## config.mk

```make
export PLATFORM = sky130hd
export DESIGN_NAME = uart_tx_scheduler
export DESIGN_NICKNAME = d
export VERILOG_FILES = /design/src/rtl/uart_pkg.sv /design/src/rtl/rr_arbiter.sv /design/src/rtl/uart_tx_scheduler.sv
export SDC_FILE = /design/constraint.sdc
export NUM_CORES = 1
export LEC_CHECK = 0
export BUFFER_PORTS_ARGS = -buffer_cell sky130_fd_sc_hd__buf_2
export CAP_MARGIN = 40
export CORE_MARGIN = 2
export CORE_UTILIZATION = 50
export DETAILED_ROUTE_END_ITERATION = 10
export GPL_TIMING_DRIVEN = 1
export HOLD_SLACK_MARGIN = 0.12
export PLACE_DENSITY = 0.8
export SLEW_MARGIN = 30
export SYNTH_ARGS = -nofsm -noshare
export SYNTH_HDL_FRONTEND = slang
export SYNTH_SLANG_ARGS = --single-unit
```

## constraint.sdc

```tcl
create_clock -name clk -period 2.8 [get_ports clk]
set_input_delay 0.28 -clock clk [delete_from_list [all_inputs] [get_ports clk]]
set_output_delay 0.28 -clock clk [all_outputs]
set_load 0.02 [all_outputs]
```

## src/rtl/uart_pkg.sv

```systemverilog
// Shared definitions for the UART transmit scheduler: FSM state encoding
// and the default frame length (start + 8 data + stop).
package uart_pkg;

    typedef enum logic [1:0] {
        IDLE = 2'd0,
        LOAD = 2'd1,
        SEND = 2'd2,
        GAP  = 2'd3
    } state_t;

    localparam int DEFAULT_FRAME_BITS = 10;

endpackage

```

## src/rtl/rr_arbiter.sv

```systemverilog
// Combinational round-robin picker: first asserted request at or after
// i_rr_ptr, searching upward and wrapping to index 0.
module rr_arbiter #(
    parameter int NUM_REQ = 4
) (
    input  logic [NUM_REQ-1:0]         i_req,
    input  logic [$clog2(NUM_REQ)-1:0] i_rr_ptr,
    output logic [$clog2(NUM_REQ)-1:0] o_winner,
    output logic                       o_any_valid
);

    localparam int IDX_W = $clog2(NUM_REQ);

    int               w_idx;
    logic [IDX_W-1:0] w_sel;

    // Walk the search order backwards so the last hit written is the
    // highest-priority one (closest to the pointer).
    always_comb begin
        o_winner    = '0;
        o_any_valid = 1'b0;
        w_idx       = 0;
        w_sel       = '0;
        for (int k = NUM_REQ - 1; k >= 0; k--) begin
            w_idx = int'(i_rr_ptr) + k;
            if (w_idx >= NUM_REQ) begin
                w_idx = w_idx - NUM_REQ;
            end
            w_sel = IDX_W'(w_idx);
            if (i_req[w_sel]) begin
                o_winner    = w_sel;
                o_any_valid = 1'b1;
            end
        end
    end

endmodule

```

## src/rtl/uart_tx_scheduler.sv

```systemverilog
// Shares one UART transmitter among NUM_REQ byte sources: round-robin grant,
// one load strobe, a fixed-length send window, then an idle-line gap.
module uart_tx_scheduler
    import uart_pkg::*;
#(
    parameter int NUM_REQ      = 4,
    parameter int CLKS_PER_BIT = 1,
    parameter int FRAME_BITS   = DEFAULT_FRAME_BITS,
    parameter int GAP_CYCLES   = 1
) (
    input  logic                       clk,
    input  logic                       rst_n,
    input  logic [NUM_REQ-1:0]         req_valid,
    input  logic [8*NUM_REQ-1:0]       req_data,
    output logic [NUM_REQ-1:0]         req_ready,
    output logic                       tx_enable,
    output logic                       tx_start,
    output logic [7:0]                 tx_data,
    output logic                       busy,
    output logic [$clog2(NUM_REQ)-1:0] grant_id
);

    localparam int IDX_W     = $clog2(NUM_REQ);
    localparam int FRAME_LEN = FRAME_BITS * CLKS_PER_BIT;
    localparam int CNT_W     = $clog2(FRAME_LEN + 1);
    localparam int GAP_W     = $clog2(GAP_CYCLES + 1);

    state_t             r_state;
    logic [NUM_REQ-1:0] r_ready;
    logic               r_enable;
    logic               r_start;
    logic [7:0]         r_data;
    logic [IDX_W-1:0]   r_grant;
    logic [IDX_W-1:0]   r_rrPtr;
    logic [CNT_W-1:0]   r_frameCnt;
    logic [GAP_W-1:0]   r_gapCnt;

    logic [IDX_W-1:0]   w_winner;
    logic               w_anyValid;
    logic [7:0]         w_winByte;
    logic [IDX_W-1:0]   w_nextPtr;
    logic [NUM_REQ-1:0] w_winOneHot;

    rr_arbiter #(
        .NUM_REQ (NUM_REQ)
    ) u_arb (
        .i_req       (req_valid),
        .i_rr_ptr    (r_rrPtr),
        .o_winner    (w_winner),
        .o_any_valid (w_anyValid)
    );

    assign w_winByte   = req_data[{w_winner, 3'b000} +: 8];
    assign w_nextPtr   = (w_winner == IDX_W'(NUM_REQ - 1)) ? '0 : w_winner + 1'b1;
    assign w_winOneHot = {{(NUM_REQ-1){1'b0}}, 1'b1} << w_winner;

    // Requests are only sampled in IDLE, so anything requesters do while a
    // frame is in flight has no effect on tx_data or the pointer.
    always_ff @(posedge clk or negedge rst_n) begin
        if (!rst_n) begin
            r_state    <= IDLE;
            r_ready    <= '0;
            r_enable   <= 1'b0;
            r_start    <= 1'b0;
            r_data     <= 8'h00;
            r_grant    <= '0;
            r_rrPtr    <= '0;
            r_frameCnt <= '0;
            r_gapCnt   <= '0;
        end else begin
            case (r_state)
                IDLE: begin
                    if (w_anyValid) begin
                        r_state  <= LOAD;
                        r_data   <= w_winByte;
                        r_grant  <= w_winner;
                        r_rrPtr  <= w_nextPtr;
                        r_ready  <= w_winOneHot;
                        r_enable <= 1'b1;
                    end
                end
                LOAD: begin
                    r_state    <= SEND;
                    r_ready    <= '0;
                    r_enable   <= 1'b0;
                    r_start    <= 1'b1;
                    r_frameCnt <= CNT_W'(FRAME_LEN);
                end
                SEND: begin
                    if (r_frameCnt == CNT_W'(1)) begin
                        r_state    <= GAP;
                        r_start    <= 1'b0;
                        r_frameCnt <= '0;
                        r_gapCnt   <= GAP_W'(GAP_CYCLES);
                    end else begin
                        r_frameCnt <= r_frameCnt - 1'b1;
                    end
                end
                GAP: begin
                    if (r_gapCnt == GAP_W'(1)) begin
                        r_state  <= IDLE;
                        r_gapCnt <= '0;
                    end else begin
                        r_gapCnt <= r_gapCnt - 1'b1;
                    end
                end
                default: r_state <= IDLE;
            endcase
        end
    end

    assign req_ready = r_ready;
    assign tx_enable = r_enable;
    assign tx_start  = r_start;
    assign tx_data   = r_data;
    assign grant_id  = r_grant;
    assign busy      = (r_state != IDLE);

endmodule

```

# --- Word level (Yosys, flattened, before mapping) ---
# Index checks and enable logic that the tools add are counted.
totals:
  register_bits: 25
  input_bits: 38
  out_inout_bits: 17
  wordCells: 83
classes:
  addsub: 10
  order_cmp: 8
  eq_ne: 8
  shifts: 2
  muxes: 36
  n_reduce_logical: 10
ops:
  columns: ["cell", "count"]
  rows:
  - ["$shiftx 32x6->8", 1]
  - ["$mux 2", 12]
  - ["$pmux 4 s2", 2]
  - ["$lt 2x3->1 const B", 4]
  - ["$mux 1", 12]
  - ["$ge 3x3->1 const B", 3]
  - ["$bmux 1 s2", 4]
  - ["$mux 4", 2]
  - ["$pmux 2 s4", 1]
  - ["$reduce_and 2->1", 4]
  - ["$reduce_bool 2->1", 4]
  - ["$sub 2x1->2 const B", 4]
  - ["$add 2x2->3 const B", 2]
  - ["$eq 2x2->1 const B", 3]
  - ["$pmux 1 s2", 3]
  - ["$eq 4x1->1 const B", 1]
  - ["$ne 2x2->1 const B", 2]
  - ["$shl 1x2->4 const A", 1]
  - ["$sub 4x1->4 const B", 1]
  - ["$add 2x1->3 const B", 1]
  - ["$ge 2x3->1 const B", 1]
  - ["$reduce_and 3->1", 1]
  - ["$add 2x1->2 const B", 1]
  - ["$eq 2x1->1 const B", 1]
  - ["other kinds (3)", 3]

# --- Logic depth before layout (Yosys ltp) ---
depth:
  depth_word: 12
  mapped_depth: 9
  mapped_depth_nobuf: 7

# --- Hierarchy ---
# A second synthesis with hierarchy kept.
hier_totals:
  hier_cells: 148
  hier_area_um2: 1458.9
by_module_without_submodules:
  columns: ["module", "n_inst", "cells_each", "area_each_um2", "seq_area_each_um2"]
  rows:
  - ["uart_tx_scheduler", 1, 135, 1381.3, 625.6]
  - ["rr_arbiter", 1, 13, 77.6, 0.0]

# --- Worst setup path before layout ---
# Ideal clock, no wire load.
synth_path:
  path_type: "register to register"
  from: "register r_state[0]"
  to: "register r_data[0] (netlist: tx_data[0])"
  setup_ns: 0.146
  arrival_ns: 1.709
  required_time_ns: 2.654
  slack_ns: 0.945
  path_stages_with_launch: 8
  path_buffers: 2
  period_less_slack_ns: 1.855
  path_cell_list: "dfrtp_1 inv_1 ha_1 inv_1 nor2_1 clkbuf_1 clkbuf_1 a221oi_1"
synth_between:
  elab_chain_cells: 2
synth_lines:
  columns: ["item", "line", "text"]
  rows:
  - ["from (decl)", "uart_tx_scheduler.sv:28", "state_t r_state;"]
  - ["from (signal assigned)", "uart_tx_scheduler.sv:61", "r_state <= IDLE;"]
  - ["from (signal assigned)", "uart_tx_scheduler.sv:74", "r_state <= LOAD;"]
  - ["from (signal assigned)", "uart_tx_scheduler.sv:83", "r_state <= SEND;"]
  - ["$logic_not 2->1", "uart_tx_scheduler.sv:71", "case (r_state)"]
  - ["$reduce_and 2->1 (no source line)", null, null]
  - ["to (signal assigned)", "uart_tx_scheduler.sv:75", "r_data <= w_winByte;"]
  - ["to (decl)", "uart_tx_scheduler.sv:32", "logic [7:0] r_data;"]
# No other way between the ends.
# A chain may end at the register's enable or synchronous reset.

# --- Worst setup path after layout ---
layout_path:
  from: "register r_rrPtr[1]"
  to: "register r_data[0] (netlist: tx_data[0])"
layout_between:
  elab_chain_cells: 10
  word_cells_on_any_way: 33
  classes_between: "add/sub: 7; order compare: 4; shift: 1; mux: 20; reduce/logical: 1"
layout_lines:
  columns: ["item", "line", "text"]
  rows:
  - ["from (decl)", "uart_tx_scheduler.sv:34", "logic [IDX_W-1:0] r_rrPtr;"]
  - ["from (signal assigned)", "uart_tx_scheduler.sv:77", "r_rrPtr <= w_nextPtr;"]
  - ["$add 2x2->3", "rr_arbiter.sv:25", "w_idx = int'(i_rr_ptr) + k;"]
  - ["$ge 3x3->1 / $sub 2x1->2 (equally long branches)", "rr_arbiter.sv:26, rr_arbiter.sv:27", null]
  - ["$mux 2", "rr_arbiter.sv:26", "if (w_idx >= NUM_REQ) begin"]
  - ["$bmux 1 s2", "rr_arbiter.sv:30", "if (i_req[w_sel]) begin"]
  - ["$mux 1 (implied by the code)", "rr_arbiter.sv:30", null]
  - ["$mux 2 / $mux 1 (equally long branches) (4 in a row)", "rr_arbiter.sv:30", null]
  - ["$shiftx 32x6->8 / $reduce_and 2->1 (equally long branches)", null, null]
# Parallel ways exist; a longest one is shown, timed or not. The select of a mux whose other input is x is not followed.

==> flow_metrics.tcl <==
set metrics [dict create \
    skew_ns 0.005291 \
    syn-num-nets 204 \
    fin_crit_sh_pct 71.91 \
    clk_path_buf_depth 2 \
    yosysUniqueCellTypes 35 \
    report.final.slew_viol_count 0 \
    cts_buffers 3 \
    pwr-share-clk_pct 8.4 \
    netlist_instances 159 \
    clkSlewWorstSetupHoldPaths_ns 0.13 \
    cts_htree_levels 1 \
    drtIter0Drc 72 \
    wl_um 3600 \
    post-route-worst-setup-slack_ns 0.7866 \
    vias 1435 \
    cap_viol_max_count 0 \
    total_power_mw 1.903 \
    worst_pin_slew_ns 0.5526 \
    cts_root_buffer "clkbuf_4" \
    detail_route.first_pass.iterations 4 \
    grt_pass1_wl_um 5865 \
    rsz0062_at_grt "no" \
    initial_utilization_pct 51.18 \
    p_int_mw 0.9990 \
    clock-sinks 25 \
    p_per_area_nw_per_um2 1044 \
    drc 0 \
    p_comb_share_pct 58.0 \
    synthAdderAreaFrac_pct 5.747 \
    num-fill-cells 263 \
    synth_seq_cells 25 \
    cts_resized 0 \
    layout_common_cells "buf_2 (54), dfrtp_1 (25), o21ai_0 (15)" \
    setup_tns_ns 0 \
    yosys_warnings 0 \
    start_kind "register" \
    slew_headroom_pct 63.16 \
    worstPathRequired_ns 3.00 \
    core_um2 2978 \
    hold_viol 0 \
    track_usage_pct 21.81 \
    period_needed_ns 2.013 \
    hold_ws_ns 0.2924 \
    synth_top_family_by_area "compound AO/OA/AOI/OAI gates" \
    grt_max_degree 26 \
    p_leak_nw 0.8876 \
    crit_fanout 20 \
    wl_per_cell_um 14.88 \
    async_reset_ff_share_pct 100.0 \
    synthMuxAreaShare_pct 5.911 \
    gp_congestion 0.9681 \
    clkLatencyLatePin_ns 0.32 \
    drive_gt1_share_pct 32.06 \
    ys_seq_area_share_pct 41.05 \
    p_sw_mw 0.9043 \
    synth-edff-count 0 \
    worstHoldPathType "in2reg" \
    area_growth_syn_to_layout_pct 19.62 \
    io_pins 55 \
    p_seq_share_pct 33.6 \
    viasPerCell 5.930 \
    diodes 0 \
    yosys.area_share.simple_pct 17.16 \
    arrival_ns 2.21 \
    swShare_pct 47.51 \
    layout_commonest_cell "buf_2" \
    port_buffers 54 \
    num_rows 20 \
    syn_avg_cell_area_um2 9.585 \
    cts_tree "done" \
    die_area_um2 3505 \
    dp_hpwl_um 2775 \
    place_ws_ns 0.8066 \
    status "finished clean" \
    grt-ovfl-total 0 \
    die_h_um 59.21 \
    peakVddDrop_mv 0.5712 \
    synth_compound_area_share_pct 22.58 \
    syn-cell-area_um2 1524 \
    synth_flop_cell "dfrtp_1" \
    grt_pass1_vias 1373 \
    critPathKind "reg2reg" \
    antenna_found_initial 0 \
    chipWidth_um 59.21 \
    nNetsFinal 255 \
    fmax_mhz 496.7 \
    synth-xor-area-share_pct 0.5747 \
    setup_viol 0 \
    end_kind "register" \
    final_antenna_net_count 0 \
]
==> cell usage after synthesis (all sizes together) (2+ instances only) <==
cell type | n | area (µm²)
dfrtp | 25 | 625.6
nor2 | 15 | 58.81
o21ai | 15 | 75.07
nand2 | 12 | 45.04
inv | 11 | 41.29
a221oi | 9 | 78.83
mux2i | 9 | 90.09
a211oi | 8 | 60.06
nor4b | 8 | 70.07
clkbuf | 7 | 26.28
ha | 7 | 87.58
a21oi | 4 | 23.77
buf | 4 | 38.78
a22o | 3 | 26.28
nand4 | 3 | 18.77
and2 | 2 | 12.51
nand2b | 2 | 12.51
o41ai | 2 | 32.53
==> final cells by class <==
cell class,instances,area [µm²],area share (%)
inverters,11,41.29,2.265
multi-input cells,112,792.0,43.45
repair buffers,57,295.3,16.20
well taps,33,41.29,2.265
flip-flops and latches,25,625.6,34.32
clock inverters,1,5.005,0.2745
clock buffers,3,22.52,1.235
==> power by group through the flow <==
| stage | logic, mW | registers (mW) | clock network, mW |
|---|---|---|---|
| floorplan | 0.695 | 0.757 | 0 |
| global placement | 1.05 | 0.639 | 0 |
| detailed placement | 1.10 | 0.649 | 0 |
| CTS | 1.11 | 0.640 | 0.168 |
| global route | 1.23 | 0.661 | 0.181 |
| finish | 1.10 | 0.639 | 0.160 |
==> per-stage QoR <==
stage | util [%] | std cells | area [µm²]
3_3_place_gp | 59.96 | 237 | 1785
4_1_cts | 61.22 | 242 | 1823
2_1_floorplan | - | 159 | 1524
5_1_grt | 61.22 | 242 | 1823
3_5_place_dp | 59.96 | 237 | 1785
6_report | 61.22 | 242 | 1823
==> logic make-up after synthesis <==
| family | Yosys count |
|---|---|
| buffers and inverters | 22 |
| DFF | 25 |
| xor gates and xnor gates | 1 |
| AOI/OAI and AO/OA | 47 |
| adders and majority gates | 7 |
| muxes | 9 |
| and+or+nand+nor | 48 |
==> final timing paths <==
kind                           endpoint  slack [ns]          from  depth (start not counted)
max                          tx_data[0]        0.79    r_rrPtr[1]                          5
min                          tx_data[1]        0.29  req_data[25]                          3
max reg2reg                  tx_data[0]        0.79    r_rrPtr[1]                          5
min reg2reg                 grant_id[0]        0.52   grant_id[0]                          2
max in group asynchronous      r_gapCnt        1.97         rst_n                          2
min in group asynchronous  req_ready[1]        0.46         rst_n                          2
==> worst max-delay path, cell delays in order, from the launching register on <==
cell and delay [ns]:
dfrtp_1 0.45, mux2i_1 0.25, nor2_2 0.12, or3_4 0.54, a211oi_1 0.40, a221oi_1 0.15
==> what timing repair did <==
item	CTS	global route
setup buffers	0	0
hold buffers	1	0
endpoints found under the setup margin	0	0
endpoints found under the hold margin	25	0
==> registers in the layout, summed over array words and instances (netlist names) <==
name	cells
r_rrPtr	2
tx_enable	1
grant_id	2
tx_data	8
r_gapCnt	1
r_frameCnt	4
req_ready	4
r_state	2
tx_start	1
==> per-layer routing <==
| layer | GRT usage (%) | share of wire (%) | vias up |
|---|---|---|---|
| met4 | 10.71 | 2.3 | 0 |
| met2 | 38.30 | 52 | 53 |
| met1 | 26.03 | 41 | 687 |
| li1 | - | - | 683 |
| met5 | 0 | 0 | - |
| met3 | 2.838 | 5.1 | 12 |
(Power assumes the default switching activity.)
